File: config.mk
export PLATFORM = sky130hd
export DESIGN_NAME = lookup3_key_packer
export DESIGN_NICKNAME = d
export VERILOG_FILES = /design/src/rtl/lookup3_key_packer.sv
export SDC_FILE = /design/constraint.sdc
export NUM_CORES = 1
export LEC_CHECK = 0
export CORE_UTILIZATION = 50
export CTS_BUF_LIST = sky130_fd_sc_hd__clkbuf_8
export DETAILED_ROUTE_END_ITERATION = 8
export PLACE_DENSITY_LB_ADDON = 0.2
export RECOVER_POWER = 100
export SYNTH_ARGS = -nofsm -noshare
export SYNTH_HDL_FRONTEND = slang
export SYNTH_SLANG_ARGS = --single-unit
File: constraint.sdc
create_clock -name clk -period 2.4 [get_ports clk]
set_input_delay 0.48 -clock clk [delete_from_list [all_inputs] [get_ports clk]]
set_output_delay 0.48 -clock clk [all_outputs]
set_load 0.02 [all_outputs]
File: src/rtl/lookup3_key_packer.sv
// Packs a byte-serial key into 12-byte little-endian lookup3 blocks; block valid 1 cycle after its closing byte.
// Backpressure: a block is held stable until blk_ready, and input is stalled (in_ready=0) while it is held.
module lookup3_key_packer #(
   parameter int MAX_KEY_LEN = 250,
   parameter int LEN_W       = 8
) (
   input  logic             clk,
   input  logic             res,
   input  logic             in_valid,
   output logic             in_ready,
   input  logic [7:0]       in_data,
   input  logic             in_last,
   input  logic             in_empty,
   output logic             blk_valid,
   input  logic             blk_ready,
   output logic [31:0]      blk_k0,
   output logic [31:0]      blk_k1,
   output logic [31:0]      blk_k2,
   output logic [3:0]       blk_bytes,
   output logic             blk_last,
   output logic             blk_err,
   output logic [LEN_W-1:0] key_len
);

   typedef enum logic [1:0] {FILL, HOLD, DROP} state_t;

   localparam logic [LEN_W-1:0] MAX_LEN = LEN_W'(MAX_KEY_LEN);
   localparam logic [LEN_W-1:0] LEN_ONE = LEN_W'(1);

   state_t           state, state_nxt;
   logic [95:0]      kbuf;
   logic [3:0]       byte_cnt;
   logic [LEN_W-1:0] len_cnt;
   logic [3:0]       bytes_q;
   logic             last_q;
   logic             err_q;
   logic [LEN_W-1:0] key_len_q;

   logic pack;
   logic close;
   logic close_last;
   logic overflow;
   logic err_close;
   logic blk_take;

   assign blk_k0    = kbuf[31:0];
   assign blk_k1    = kbuf[63:32];
   assign blk_k2    = kbuf[95:64];
   assign blk_bytes = bytes_q;
   assign blk_last  = last_q;
   assign blk_err   = err_q;
   assign key_len   = key_len_q;
   assign blk_take  = blk_valid & blk_ready;

   always_ff @(posedge clk or negedge res) begin
      if (!res) state <= FILL;
      else      state <= state_nxt;
   end

   always_comb begin
      state_nxt  = state;
      in_ready   = 1'b0;
      blk_valid  = 1'b0;
      pack       = 1'b0;
      close      = 1'b0;
      close_last = 1'b0;
      overflow   = 1'b0;
      err_close  = 1'b0;
      case (state)
         FILL: begin
            in_ready = 1'b1;
            if (in_valid) begin
               // An empty marker closes whatever is buffered (possibly nothing) and carries no data.
               if (in_last && in_empty) begin
                  close      = 1'b1;
                  close_last = 1'b1;
               end else if (len_cnt == MAX_LEN) begin
                  overflow  = 1'b1;
                  err_close = in_last;
                  state_nxt = in_last ? HOLD : DROP;
               end else begin
                  pack = 1'b1;
                  if (in_last || byte_cnt == 4'd11) begin
                     close      = 1'b1;
                     close_last = in_last;
                  end
               end
               if (close) state_nxt = HOLD;
            end
         end
         HOLD: begin
            blk_valid = 1'b1;
            if (blk_ready) state_nxt = FILL;
         end
         DROP: begin
            in_ready = 1'b1;
            if (in_valid && in_last) begin
               err_close = 1'b1;
               state_nxt = HOLD;
            end
         end
         default: state_nxt = FILL;
      endcase
   end

   always_ff @(posedge clk or negedge res) begin
      if (!res) begin
         kbuf      <= '0;
         byte_cnt  <= '0;
         len_cnt   <= '0;
         bytes_q   <= '0;
         last_q    <= 1'b0;
         err_q     <= 1'b0;
         key_len_q <= '0;
      end else begin
         if (pack) begin
            for (int i = 0; i < 12; i++) begin
               if (byte_cnt == 4'(i)) kbuf[8*i +: 8] <= in_data;
            end
            byte_cnt <= byte_cnt + 4'd1;
            len_cnt  <= len_cnt + LEN_ONE;
         end
         if (close) begin
            bytes_q   <= pack ? byte_cnt + 4'd1 : byte_cnt;
            last_q    <= close_last;
            err_q     <= 1'b0;
            key_len_q <= close_last ? (pack ? len_cnt + LEN_ONE : len_cnt) : '0;
         end
         // The partial block is abandoned so the error block goes out all-zero.
         if (overflow) begin
            kbuf     <= '0;
            byte_cnt <= '0;
         end
         if (err_close) begin
            kbuf      <= '0;
            byte_cnt  <= '0;
            bytes_q   <= '0;
            last_q    <= 1'b1;
            err_q     <= 1'b1;
            key_len_q <= MAX_LEN;
         end
         if (blk_take) begin
            kbuf      <= '0;
            byte_cnt  <= '0;
            bytes_q   <= '0;
            last_q    <= 1'b0;
            err_q     <= 1'b0;
            key_len_q <= '0;
            if (last_q) len_cnt <= '0;
         end
      end
   end

endmodule

==> run summary <==
Area after DPL = 0.00690 sq mm
RR Startpoint = len_cnt[0]$_DFF_PN0_
Clock Latency Late Sink = 0.44 ns
Ports = 126
Area delta synth->final = 35.2%
Fin area = 0.00726 sq mm
Antenna violations before repair = 0
DR pass1 iterations = 4
DRC errors left = 0
Pin count of the biggest net entering global routing = 59
R2R depth = 8
Leakage = 0.00344 uW
Share of cells above drive strength 1 = 9.52%
Ant. Diodes = 0
Clock Skew = 0.00920 ns
Sequential area share after synthesis = 57.8%
Initial Util = 51.8%
Yosys warns = 0
Hold WS = 0.480 ns
Failing checks = max-capacitance violations, max-slew violations
RSZ-0062 raised after global routing = no
Worst Path Buf+Inv = 2
WHS Path Cells = 1
PD cells = 1040 mW/mm^2
Origin of the worst setup path = state[0]$_DFFE_PN0P_
Routability cong. = 0.863
Clock transition at path regs = 0.07 ns
Stages on the worst setup path = 3
FF+latch count, synth = 124
Top-count cell post-synth = dfrtp_1
Detailed placement HPWL = 9.80 mm
Post-route minimum period = 2.22 ns
Row count = 37
Synth cell count leaders = 124 x dfrtp_1, 98 x nand2_1, 86 x nand3_1
Final period utilization = 92.5%
TritonCTS clock tree = done
Core Area = 0.0104 sq mm
Via count = 4667
Peak supply drop = 0.000676 V
Synth top area share = 57.8%
RR Endpoint = key_len[3]$_DFFE_PN0P_
Slew @ Worst Pin = 2.18 ns
Relative slew margins = -45.1%
Root Driver = clkbuf_8
Startpoint types = register
Worst hold path type = register to register
Layout net count = 700
Crit-path leading delay family = buffers and inverters
Wire per inst = 17.4 um
Final Max Tran Viols = 37
Maxcap violations = 1
DIE WIDTH = 106 um
Overflow after GRT = 0
Die ar. = 0.0112 sq mm
Setup crit end = blk_valid
Final Hold Viols = 0
Post-Syn Nets = 568
Synth unique cells = 43
Status = complete, but fails checks
Post-synth EDFFs = 0
Largest stage delay, worst path = 0.60 ns
Setup-failing EPs final = 0
Mean Syn Cell Area = 9.80 sq um
Final setup TNS = 0 ns
Total power = 7560 uW
Top cells by area, synth = dfrtp_1 58%, nand3_1 8.0%, a21oi_1 7.8%
CTS Sinks = 124
Cts bufs inserted = 17
Crit path required time = 1.92 ns
GRT Total Usage = 27.7%
Max FO, Critical Path = 9
Initial drt markers = 274
Number of global-route vias before repair = 4562
Final Util = 70.0%
R2r setup slk = 0.20 ns
Critical Path, Cell by Cell = inv_1 > nor2_1 > clkdlybuf4s50_1
Synth area leader = dfrtp_1
Synthesized area = 0.00537 sq mm
Die H = 106 um
Postcts setup bufs = 0
CTS Hold Bufs = 0
Total wire length = 14.4 mm
Via density = 5.63
Post-Syn Instances = 548
# port buffers = 125
Ys async rst share = 100%
Resize count post-CTS = 0
Worst path slowest cell = clkdlybuf4s50_1
Critical path class = register to output pin
DRT antenna net count = 0
Crit path capture type = output pin
First-pass GRT wire length = 23.6 mm
H-tree depth = 4
FMAX = 0.450 GHz
Top_reg_cell synth = dfrtp_1
Worst Path Arrival = 1.74 ns
CTS Buffer Depth = 2
-- layer usage --
metal	up-vias	wire length, um	track usage, %
met2	172	6920	43.8
li1	2180	-	-
met5	-	0	0
met1	2288	6350	37.2
met4	0	283	11.2
met3	27	845	6.31
-- report_power, final --
group	internal, uW	total [uW]	switching, uW	leakage, uW
clock network	947	1800	850	0.000183
logic	1140	2790	1640	0.00157
registers	2610	2980	373	0.00169
total	4700	7560	2860	0.00344
-- kinds of logic (layout without fill, tap and decap cells) --
family | count (synthesis) | after routing | share of synthesized area, %
AO/OA/AOI/OAI | 125 | 125 | 14.3
multiplexers | 1 | 1 | 0.186
XOR/XNOR | 10 | 10 | 1.63
buffers and inverters | 47 | 192 | 3.75
AND/OR/NAND/NOR | 235 | 235 | 21.0
flip-flops | 124 | 124 | 57.8
adder cells (fa/ha/maj) | 6 | 6 | 1.40
-- layout by cell type, fill, tap and decap left out, types with 3 or more instances in the layout --
cell	n
buf_4	18
a22o_1	16
nor2_1	20
xnor2_1	7
dlygate4sd3_1	111
a211oi_1	5
nor2b_1	7
clkinvlp_4	6
clkdlybuf4s50_1	13
clkinv_2	3
clkbuf_1	4
and3_1	3
a221o_1	6
nand3_1	86
dfrtp_1	124
o21ai_0	3
ha_1	6
buf_12	3
a21oi_1	84
nand2_1	98
a21o_1	3
clkbuf_8	18
xor2_1	3
nor4_1	3
inv_1	5
-- how the worst min path moves through the flow --
stage | startpoint | to | slack (ns)
finish | blk_err$_DFFE_PN0P_ | blk_err$_DFFE_PN0P_ | 0.48
global route | kbuf[57]$_DFFE_PN0P_ | kbuf[57]$_DFFE_PN0P_ | 0.51
CTS | res | kbuf[82]$_DFFE_PN0P_ | 0.01
detailed placement | blk_err$_DFFE_PN0P_ | blk_err$_DFFE_PN0P_ | 0.47
global placement | blk_err$_DFFE_PN0P_ | blk_err$_DFFE_PN0P_ | 0.46
floorplan | res | blk_bytes[0]$_DFFE_PN0P_ | 0.18
-- sequential cells by signal, summed over array words and instances, names as in the netlist --
name,count
blk_bytes,4
blk_err,1
blk_last,1
byte_cnt,4
kbuf,96
key_len,8
len_cnt,8
state,2
-- cell type report --
type,instances,area [sq um]
well taps,136,170
inverters,5,18.8
multi-input cells,377,2070
fillers,821,3110
clock buffers,18,248
clock inverters,14,146
flip-flops and latches,124,3100
repair buffers,155,1500
-- stage by stage --
stage                     setup slack [ns]  instances
after CTS                            0.171        829
final                                0.180        829
after global placement             -0.0785        797
after global routing                0.0639        829
after floorplan                      0.509        548
after detailed placement            -0.148        797
Power figures use the tool's default switching activity.
